**src/rtl/sum_pkg.sv**
```systemverilog
// Shared definitions for the sum-of-1..N unit and its job dispatcher.
// Holds the FSM state encoding, the default operand/result widths and a counter sizing helper.
package sum_pkg;

    localparam int unsigned SUM_N_W   = 8;
    localparam int unsigned SUM_SUM_W = 16;

    typedef enum logic [1:0] {
        StIdle  = 2'd0,
        StStart = 2'd1,
        StWait  = 2'd2,
        StHold  = 2'd3
    } sum_state_e;

    // One extra bit over the larger limit so a counter never wraps at its terminal value.
    function automatic int unsigned cnt_width(input int unsigned a, input int unsigned b);
        int unsigned m;
        m = (a > b) ? a : b;
        return $clog2(m) + 1;
    endfunction

endpackage

```
**src/rtl/sum_job_dispatcher_if.sv**
```systemverilog
// Signal bundle between the dispatcher, its requester, the sum unit and the result consumer.
// The master modport is the dispatcher's view; slave is the surrounding environment.
interface sum_job_dispatcher_if
    import sum_pkg::*;
#(
    parameter int unsigned N_W   = SUM_N_W,
    parameter int unsigned SUM_W = SUM_SUM_W
);
    logic             req_valid;
    logic             req_ready;
    logic [N_W-1:0]   req_n;
    logic             sum_start;
    logic [N_W-1:0]   sum_n;
    logic             sum_done;
    logic [SUM_W-1:0] sum_result;
    logic             res_valid;
    logic             res_ready;
    logic [N_W-1:0]   res_n;
    logic [SUM_W-1:0] res_sum;
    logic             res_err;
    logic             busy;

    modport master (
        input  req_valid, req_n, sum_done, sum_result, res_ready,
        output req_ready, sum_start, sum_n, res_valid, res_n, res_sum, res_err, busy
    );

    modport slave (
        output req_valid, req_n, sum_done, sum_result, res_ready,
        input  req_ready, sum_start, sum_n, res_valid, res_n, res_sum, res_err, busy
    );

endinterface

```
**src/rtl/sum_req_fifo.sv**
```systemverilog
// Request FIFO for the dispatcher: power-of-2 depth, synchronous reset, full/empty from count.
// Pushes while full and pops while empty are dropped internally.
module sum_req_fifo #(
    parameter int unsigned  DEPTH = 4,
    parameter int unsigned  WIDTH = 8,
    localparam int unsigned AW    = $clog2(DEPTH)
) (
    input  logic             clk,
    input  logic             rst,
    input  logic             push,
    input  logic             pop,
    input  logic [WIDTH-1:0] wdata,
    output logic [WIDTH-1:0] rdata,
    output logic             full,
    output logic             empty,
    output logic [AW:0]      count
);

    logic [WIDTH-1:0] mem [DEPTH];
    logic [AW-1:0]    wr_ptr_q;
    logic [AW-1:0]    rd_ptr_q;
    logic [AW:0]      count_q;
    logic             do_push;
    logic             do_pop;

    assign full    = (count_q == (AW + 1)'(DEPTH));
    assign empty   = (count_q == '0);
    assign count   = count_q;
    assign rdata   = mem[rd_ptr_q];
    assign do_push = push && !full;
    assign do_pop  = pop && !empty;

    always_ff @(posedge clk) begin
        if (do_push) begin
            mem[wr_ptr_q] <= wdata;
        end
    end

    always_ff @(posedge clk) begin
        if (rst) begin
            wr_ptr_q <= '0;
            rd_ptr_q <= '0;
            count_q  <= '0;
        end else begin
            if (do_push) begin
                wr_ptr_q <= wr_ptr_q + AW'(1);
            end
            if (do_pop) begin
                rd_ptr_q <= rd_ptr_q + AW'(1);
            end
            unique case ({do_push, do_pop})
                2'b10:   count_q <= count_q + (AW + 1)'(1);
                2'b01:   count_q <= count_q - (AW + 1)'(1);
                default: count_q <= count_q;
            endcase
        end
    end

endmodule

```
**src/rtl/sum_job_dispatcher.sv**
```systemverilog
// Feeds queued N values to the sum unit with a start pulse, waits for done or a watchdog timeout,
// and holds each result in a valid/ready output stage until the consumer takes it.
module sum_job_dispatcher
    import sum_pkg::*;
#(
    parameter int unsigned N_W         = SUM_N_W,
    parameter int unsigned SUM_W       = SUM_SUM_W,
    parameter int unsigned FIFO_DEPTH  = 4,
    parameter int unsigned START_CYC   = 2,
    parameter int unsigned TIMEOUT_CYC = 1024
) (
    input logic                  clk,
    input logic                  rst,
    sum_job_dispatcher_if.master bus
);

    localparam int unsigned     CNT_W      = cnt_width(START_CYC, TIMEOUT_CYC);
    localparam int unsigned     FIFO_AW    = $clog2(FIFO_DEPTH);
    localparam logic [CNT_W-1:0] START_LAST = CNT_W'(START_CYC - 1);
    localparam logic [CNT_W-1:0] WDOG_LAST  = CNT_W'(TIMEOUT_CYC - 1);

    sum_state_e       state_q;
    logic [CNT_W-1:0] cnt_q;
    logic             sum_start_q;
    logic [N_W-1:0]   sum_n_q;
    logic             res_valid_q;
    logic [N_W-1:0]   res_n_q;
    logic [SUM_W-1:0] res_sum_q;
    logic             res_err_q;

    logic             fifo_pop;
    logic             fifo_full;
    logic             fifo_empty;
    logic [N_W-1:0]   fifo_head;
    logic [FIFO_AW:0] fifo_count;

    sum_req_fifo #(
        .DEPTH (FIFO_DEPTH),
        .WIDTH (N_W)
    ) u_fifo (
        .clk   (clk),
        .rst   (rst),
        .push  (bus.req_valid),
        .pop   (fifo_pop),
        .wdata (bus.req_n),
        .rdata (fifo_head),
        .full  (fifo_full),
        .empty (fifo_empty),
        .count (fifo_count)
    );

    assign fifo_pop      = (state_q == StIdle) && !fifo_empty;
    assign bus.req_ready = !fifo_full;
    assign bus.sum_start = sum_start_q;
    assign bus.sum_n     = sum_n_q;
    assign bus.res_valid = res_valid_q;
    assign bus.res_n     = res_n_q;
    assign bus.res_sum   = res_sum_q;
    assign bus.res_err   = res_err_q;
    assign bus.busy      = (state_q != StIdle) || (fifo_count != '0);

    // sum_n only reloads in IDLE, so it is frozen for the whole START/WAIT span of a job.
    always_ff @(posedge clk) begin
        if (rst) begin
            state_q     <= StIdle;
            cnt_q       <= '0;
            sum_start_q <= 1'b0;
            sum_n_q     <= '0;
            res_valid_q <= 1'b0;
            res_n_q     <= '0;
            res_sum_q   <= '0;
            res_err_q   <= 1'b0;
        end else begin
            unique case (state_q)
                StIdle: begin
                    if (!fifo_empty) begin
                        sum_n_q     <= fifo_head;
                        cnt_q       <= '0;
                        sum_start_q <= 1'b1;
                        state_q     <= StStart;
                    end
                end
                StStart: begin
                    if (cnt_q == START_LAST) begin
                        cnt_q       <= '0;
                        sum_start_q <= 1'b0;
                        state_q     <= StWait;
                    end else begin
                        cnt_q <= cnt_q + CNT_W'(1);
                    end
                end
                StWait: begin
                    // A done pulse on the final watchdog cycle still counts as a completion.
                    if (bus.sum_done) begin
                        res_sum_q   <= bus.sum_result;
                        res_n_q     <= sum_n_q;
                        res_err_q   <= 1'b0;
                        res_valid_q <= 1'b1;
                        state_q     <= StHold;
                    end else if (cnt_q == WDOG_LAST) begin
                        res_sum_q   <= '0;
                        res_n_q     <= sum_n_q;
                        res_err_q   <= 1'b1;
                        res_valid_q <= 1'b1;
                        state_q     <= StHold;
                    end else begin
                        cnt_q <= cnt_q + CNT_W'(1);
                    end
                end
                StHold: begin
                    if (bus.res_ready) begin
                        res_valid_q <= 1'b0;
                        state_q     <= StIdle;
                    end
                end
            endcase
        end
    end

endmodule

```
**src/flat_wrapper.sv**
```systemverilog
// flat-port wrapper written by rule: the top's interface ports become plain ports
module sum_job_dispatcher_flat import sum_pkg::*;
#(
    parameter int unsigned N_W         = SUM_N_W,
    parameter int unsigned SUM_W       = SUM_SUM_W,
    parameter int unsigned FIFO_DEPTH  = 4,
    parameter int unsigned START_CYC   = 2,
    parameter int unsigned TIMEOUT_CYC = 1024
)
  (clk, rst, bus_req_valid, bus_req_n, bus_sum_done, bus_sum_result, bus_res_ready, bus_req_ready, bus_sum_start, bus_sum_n, bus_res_valid, bus_res_n, bus_res_sum, bus_res_err, bus_busy);
  sum_job_dispatcher_if #(.N_W(N_W), .SUM_W(SUM_W)) bus_i ();
  input logic clk;
  input logic rst;
  input wire logic [$bits(bus_i.req_valid)-1:0] bus_req_valid;
  input wire logic [$bits(bus_i.req_n)-1:0] bus_req_n;
  input wire logic [$bits(bus_i.sum_done)-1:0] bus_sum_done;
  input wire logic [$bits(bus_i.sum_result)-1:0] bus_sum_result;
  input wire logic [$bits(bus_i.res_ready)-1:0] bus_res_ready;
  output wire logic [$bits(bus_i.req_ready)-1:0] bus_req_ready;
  output wire logic [$bits(bus_i.sum_start)-1:0] bus_sum_start;
  output wire logic [$bits(bus_i.sum_n)-1:0] bus_sum_n;
  output wire logic [$bits(bus_i.res_valid)-1:0] bus_res_valid;
  output wire logic [$bits(bus_i.res_n)-1:0] bus_res_n;
  output wire logic [$bits(bus_i.res_sum)-1:0] bus_res_sum;
  output wire logic [$bits(bus_i.res_err)-1:0] bus_res_err;
  output wire logic [$bits(bus_i.busy)-1:0] bus_busy;
  assign bus_i.req_valid = bus_req_valid;
  assign bus_i.req_n = bus_req_n;
  assign bus_i.sum_done = bus_sum_done;
  assign bus_i.sum_result = bus_sum_result;
  assign bus_i.res_ready = bus_res_ready;
  assign bus_req_ready = bus_i.req_ready;
  assign bus_sum_start = bus_i.sum_start;
  assign bus_sum_n = bus_i.sum_n;
  assign bus_res_valid = bus_i.res_valid;
  assign bus_res_n = bus_i.res_n;
  assign bus_res_sum = bus_i.res_sum;
  assign bus_res_err = bus_i.res_err;
  assign bus_busy = bus_i.busy;
  sum_job_dispatcher #(.N_W(N_W), .SUM_W(SUM_W), .FIFO_DEPTH(FIFO_DEPTH), .START_CYC(START_CYC), .TIMEOUT_CYC(TIMEOUT_CYC)) u_core (.clk(clk), .rst(rst), .bus(bus_i));
endmodule
```
**config.mk**
```make
export PLATFORM = sky130hd
export DESIGN_NAME = sum_job_dispatcher_flat
export DESIGN_NICKNAME = d
export VERILOG_FILES = /design/src/rtl/sum_pkg.sv /design/src/rtl/sum_job_dispatcher_if.sv /design/src/rtl/sum_req_fifo.sv /design/src/rtl/sum_job_dispatcher.sv /design/src/flat_wrapper.sv
export SDC_FILE = /design/constraint.sdc
export NUM_CORES = 1
export LEC_CHECK = 0
export BUFFER_PORTS_ARGS = -buffer_cell sky130_fd_sc_hd__buf_2
export CELL_PAD_IN_SITES_DETAIL_PLACEMENT = 0
export CELL_PAD_IN_SITES_GLOBAL_PLACEMENT = 1
export CORE_UTILIZATION = 32
export DETAILED_ROUTE_END_ITERATION = 10
export GPL_ROUTABILITY_DRIVEN = 0
export HOLD_SLACK_MARGIN = 0.06
export PLACE_DENSITY = 0.66
export SLEW_MARGIN = 0
export SYNTH_ARGS = -nofsm -noshare
export SYNTH_HDL_FRONTEND = slang
export SYNTH_SLANG_ARGS = --single-unit
export TNS_END_PERCENT = 50
```
**constraint.sdc**
```tcl
create_clock -name clk -period 8.6 [get_ports clk]
set_clock_uncertainty 0.2 [all_clocks]
set_input_delay 1.72 -clock clk [delete_from_list [all_inputs] [get_ports clk]]
set_output_delay 1.72 -clock clk [all_outputs]
set_load 0.03 [all_outputs]
```
* Yosys cells after proc, flatten, opt, wreduce, memory -nomap -nowiden *
Memories as Yosys holds them, arrays and structs flattened. A register that Yosys moved wholly into a read port is not among the register bits.
Index checks and enable logic that the tools add are counted.

cells by class
  add/sub/neg operators = 5
  equality and inequality tests = 14
  multiplexer cells = 26
  bitwise logic cells = 1
  reductions and logical operators = 21

operators by type and width
  kind                                             number
  2-to-1 mux 11 bit                                4
  one-hot mux 11 bit (3 select lines)              1
  2-to-1 mux 16 bit                                2
  2-to-1 mux 8 bit                                 2
  adder 11 x 1 -> 11 bit, second input constant    1
  == test 11 x 1 -> 1 bit, second input constant   1
  == test 11 x 10 -> 1 bit, second input constant  1
  2-to-1 mux 2 bit                                 5
  nonzero test 2 bit                               5
  2-to-1 mux 1 bit                                 8
  inequality test 2 bit, second input constant     4
  one-hot mux 2 bit (4 select lines)               1
  AND reduction 4 bit                              2
  == test 2 bit, second input constant             3
  one-hot mux 3 bit (2 select lines)               1
  AND reduction 3 bit                              2
  nonzero test 3 bit                               2
  adder 2 x 1 -> 2 bit, second input constant      2
  == test 2 x 1 -> 1 bit, second input constant    2
  one-hot mux 1 bit (2 select lines)               2
  AND reduction 2 bit                              2
  adder 3 x 1 -> 3 bit, second input constant      1
  == test 3 bit, second input constant             1
  logical AND 1 bit                                3
  other kinds (8)                                  9

word-level totals
  register bits after elaboration = 47
  RAM bits = 32
  input bits = 29
  output and inout port bits = 37
  logic and storage cells = 78
  memories kept = 1

memory list
  name               depth  bits a word  rd ports  clocked after Yosys merged registers in  wr ports  RTL line            source
  u_core.u_fifo.mem  4      8            1         1                                        1         sum_req_fifo.sv:19  logic [WIDTH-1:0] mem [DEPTH];

* Logic depth before layout (Yosys ltp) *
  word-level depth = 6
  mapped depth = 12

* Modules after synthesis *
A second synthesis with hierarchy kept.

unflattened totals
  cell total of the unflattened synthesis = 336
  area, all modules = 3,781.1 µm²

modules (own cells, without submodules)
  module              instances  cells each  area an instance (µm²)  seq. area each (µm²)
  sum_job_dispatcher  1          240         2,145.8                 960.9
  sum_req_fifo        1          96          1,635.3                 1,141.1

* Worst setup path after synthesis *
Ideal clock, no wire load.

  path kind = register -> output
  start = register u_core.state_q[0]
  end = output port bus_busy
  data arrival time = 1.557 ns
  required time = 6.680 ns
  path slack = 5.123 ns
  cell stages (with the launch flop) = 5
  path buffers = 0
  path through = dfxtp_1 inv_1 ha_1 nor4b_1 inv_1

between the ends
  cells in the longest elaborated chain, start to end = 2

RTL lines
  item                      RTL line                  source
  start: declaration        sum_job_dispatcher.sv:22  sum_state_e state_q;
  start signal: assignment  sum_job_dispatcher.sv:65  state_q <= StIdle;
  start signal: assignment  sum_job_dispatcher.sv:80  state_q <= StStart;
  start signal: assignment  sum_job_dispatcher.sv:87  state_q <= StWait;
  nonzero test 2 bit        sum_job_dispatcher.sv:60  assign bus.busy = (state_q != StIdle) || (fifo_count != '0);
  logical OR 1 bit          sum_job_dispatcher.sv:60
  end: declaration          flat_wrapper.sv:26        output wire logic [$bits(bus_i.busy)-1:0] bus_busy;

Every way passes these cells.

==> impl_metrics.ini <==
[global_routing]
grt_pass1_wl_mm = 12.03
grt_pass1_vias = 2448
antenna_found_initial = 0
overflow = 0
grt.total_usage = 0.1338
grt_max_degree = 50

[synthesis]
synth.most_common_cell = dfxtp_1
ys_top_cells_by_count = 55 x dfxtp_1, 36 x nor2_1, 32 x edfxtp_1
yosys_warnings = 0
synth.avg_cell_area_um2 = 11.51
synth_top_area_frac = 0.3037
synth_top_area_cell = dfxtp_1
mappedNetlistArea_mm2 = 0.003626
async_reset_ff_frac = 0
synth_enable_flop_cells = 32
ys_seq_area_frac = 0.5687
ys_ff_latch = 87
synth.top_cells.by_area = dfxtp_1 30%, edfxtp_1 27%, mux4_2 5.0%, ha_1 4.5%, a22oi_1 3.7%
synth_top_flop_cell = dfxtp_1
synth.distinct_cells = 48
syn_inst = 315
synth_nets = 358

[final_layout]
layout.nets = 421
area_growth_pct = 20.84
final_area_mm2 = 0.004382
n_antenna_cell = 0
final.fill_count = 1086
final_layout_size_suffix_gt1_frac = 0.2637
final_util = 0.4007
stdcell_count = 523

[timing]
final.setup.worst_slack_ns = 4.933
hold_viol_final = 0
hold_slack_ns = 0.2698
finalSetupViolations = 0
slew_headroom = 0.2354
finalCriticalPeriod_ns = 3.667
drv_slew = 0
tightest_slew_ns = 1.146
rsz0062_at_grt = false
finalSetupTns_ns = 0
max_freq_mhz = 272.7
period_share = 0.4264

[floorplanning]
num_rows = 38
initial_core_util = 0.3316
die_y_um = 108.5
core_mm2 = 0.01094
die_w_um = 108.5
die_area_mm2 = 0.01176
ios = 66

[place]
io_buffers = 65
placed_area_mm2 = 0.004079
hpwl_mm = 5.250
dpl.cell_count = 507
post-place-ws_ns = 4.625

[clocking]
cts_tree = done
postCtsHoldBufs = 0
cts_sinks = 87
numCtsBuffers = 9
clockRootBuffer = clkbuf_16
clock_latency_ns = 0.33
cts_resized = 0
h-tree-depth = 3
clock_path_buffers = 2
cts_setup_buffers = 0
clk_pin_slew_ns = 0.06

[route]
drt_iter0_markers = 261
wl_mm = 7.545
via_count = 2542
viasPerCell = 4.860
drt-wirelength-per-cell_um = 14.43
route.detailed.drc = 0
antenna_left = 0
first_pass_iters = 4

[status]
status = completed

[worst_setup_path]
cpLargestDelayFamily = simple AND/OR/NAND/NOR gates
crit_slowest_cell = nand3_1
path_buf_inv = 1
required_ns = 8.62
cp-start-kind = primary input
cp-end-kind = register
r2r.worst_path.cells = 6
path_class = primary input to register
worstPathArrival_ns = 3.69
max_stage_delay_ns = 0.44
cp_num_cells = 5
critPathLaunch = rst
worstPathCellList = buf_2 > nand2b_1 > a21oi_2 > nand3_1 > o311ai_0
path_max_fanout = 49
rr_startpoint = u_core.state_q[0]$_SDFFE_PP0P_

[min_path]
min_from = u_core.bus.sum_n[0]$_SDFFE_PP0P_
hold_class = register to register
hold_depth = 2

[job]
max_cap_violations = 0

[power_and_ir_drop]
ir_worst_vdd_mv = 0.1288
total_power_mw = 1.351
powerDensity_mw_per_mm2 = 308.3
leakage_nw = 1.732
## report_power, final
| group | switching [mW] | internal [mW] |
|---|---|---|
| Sequential | 0.0487 | 0.490 |
| Clock | 0.166 | 0.228 |
| Combinational | 0.264 | 0.154 |
| Total | 0.479 | 0.872 |
## worst paths after layout
kind	end	slack, ns
worst min-delay path	u_core.bus.sum_n[0]$_SDFFE_PP0P_	0.27
worst max register to register	u_core.bus.res_n[1]$_SDFFE_PP0P_	5.64
worst min register to register	u_core.bus.sum_n[0]$_SDFFE_PP0P_	0.27
worst max-delay path	u_core.cnt_q[7]$_SDFFE_PP0P_	4.93
## registers in the layout (all words and copies together) (netlist names)
signal                  cells
u_core.bus.sum_n            8
u_core.u_fifo.rd_ptr_q      2
u_core.bus.sum_start        1
u_core.u_fifo.mem          32
u_core.u_fifo.count         3
u_core.bus.res_valid        1
u_core.cnt_q               11
u_core.bus.res_sum         16
u_core.bus.res_n            8
u_core.state_q              2
u_core.bus.res_err          1
u_core.u_fifo.wr_ptr_q      2
## cell usage in the layout (no fill, tap or decap), types with 2 or more instances in the layout
cell type / count
dfxtp_1: 55
nor2b_1: 3
a21oi_2: 2
clkbuf_16: 9
a211oi_1: 3
mux4_2: 8
nor3_1: 3
nand2_1: 26
xor2_1: 3
mux2i_1: 8
o21ai_1: 2
ha_1: 13
a32oi_1: 3
buf_2: 65
nand2b_1: 3
or4_1: 2
o21ai_0: 6
and3_1: 5
or3_1: 3
nor2_1: 35
inv_1: 15
xnor2_1: 2
and2_1: 3
o31ai_1: 6
nand3_1: 9
inv_6: 2
edfxtp_1: 32
a22oi_1: 18
a21oi_1: 14
## per-layer routing
| metal | wire length (um) | share of wire | global-route usage |
|---|---|---|---|
| met1 | 3506 | 0.46 | 0.1706 |
| met2 | 3527 | 0.47 | 0.2125 |
| met3 | 428 | 0.057 | 0.03978 |
| met4 | 82 | 0.011 | 0.05116 |
| met5 | 0 | 0 | 0 |
## tightest hold or removal path, stage by stage, from the launching register on
cell     delay (ns)
dfxtp_1        0.32
nand2_1        0.05
a21oi_1        0.05
## area by class of cell
class | count | area, um^2 | share of cell area
Tap cell | 140 | 175.2 | 0.03998
Clock inverter | 7 | 77.57 | 0.01770
Clock buffer | 9 | 225.2 | 0.05140
Timing Repair Buffer | 66 | 332.8 | 0.07596
Sequential cell | 87 | 2062 | 0.4706
Multi-Input combinational cell | 199 | 1453 | 0.3315
Inverter | 15 | 56.30 | 0.01285
## cell families after synthesis
group / Yosys count / share of synthesized area
AO/OA/AOI/OAI: 62 / 0.1291
AND/OR/NAND/NOR: 102 / 0.1366
multiplexers: 16 / 0.07177
adder cells (fa/ha/maj): 14 / 0.05038
flip-flops: 87 / 0.5687
buffers and inverters: 29 / 0.03140
XOR/XNOR: 5 / 0.01208
Note: power is estimated with default switching activity, not from simulation.
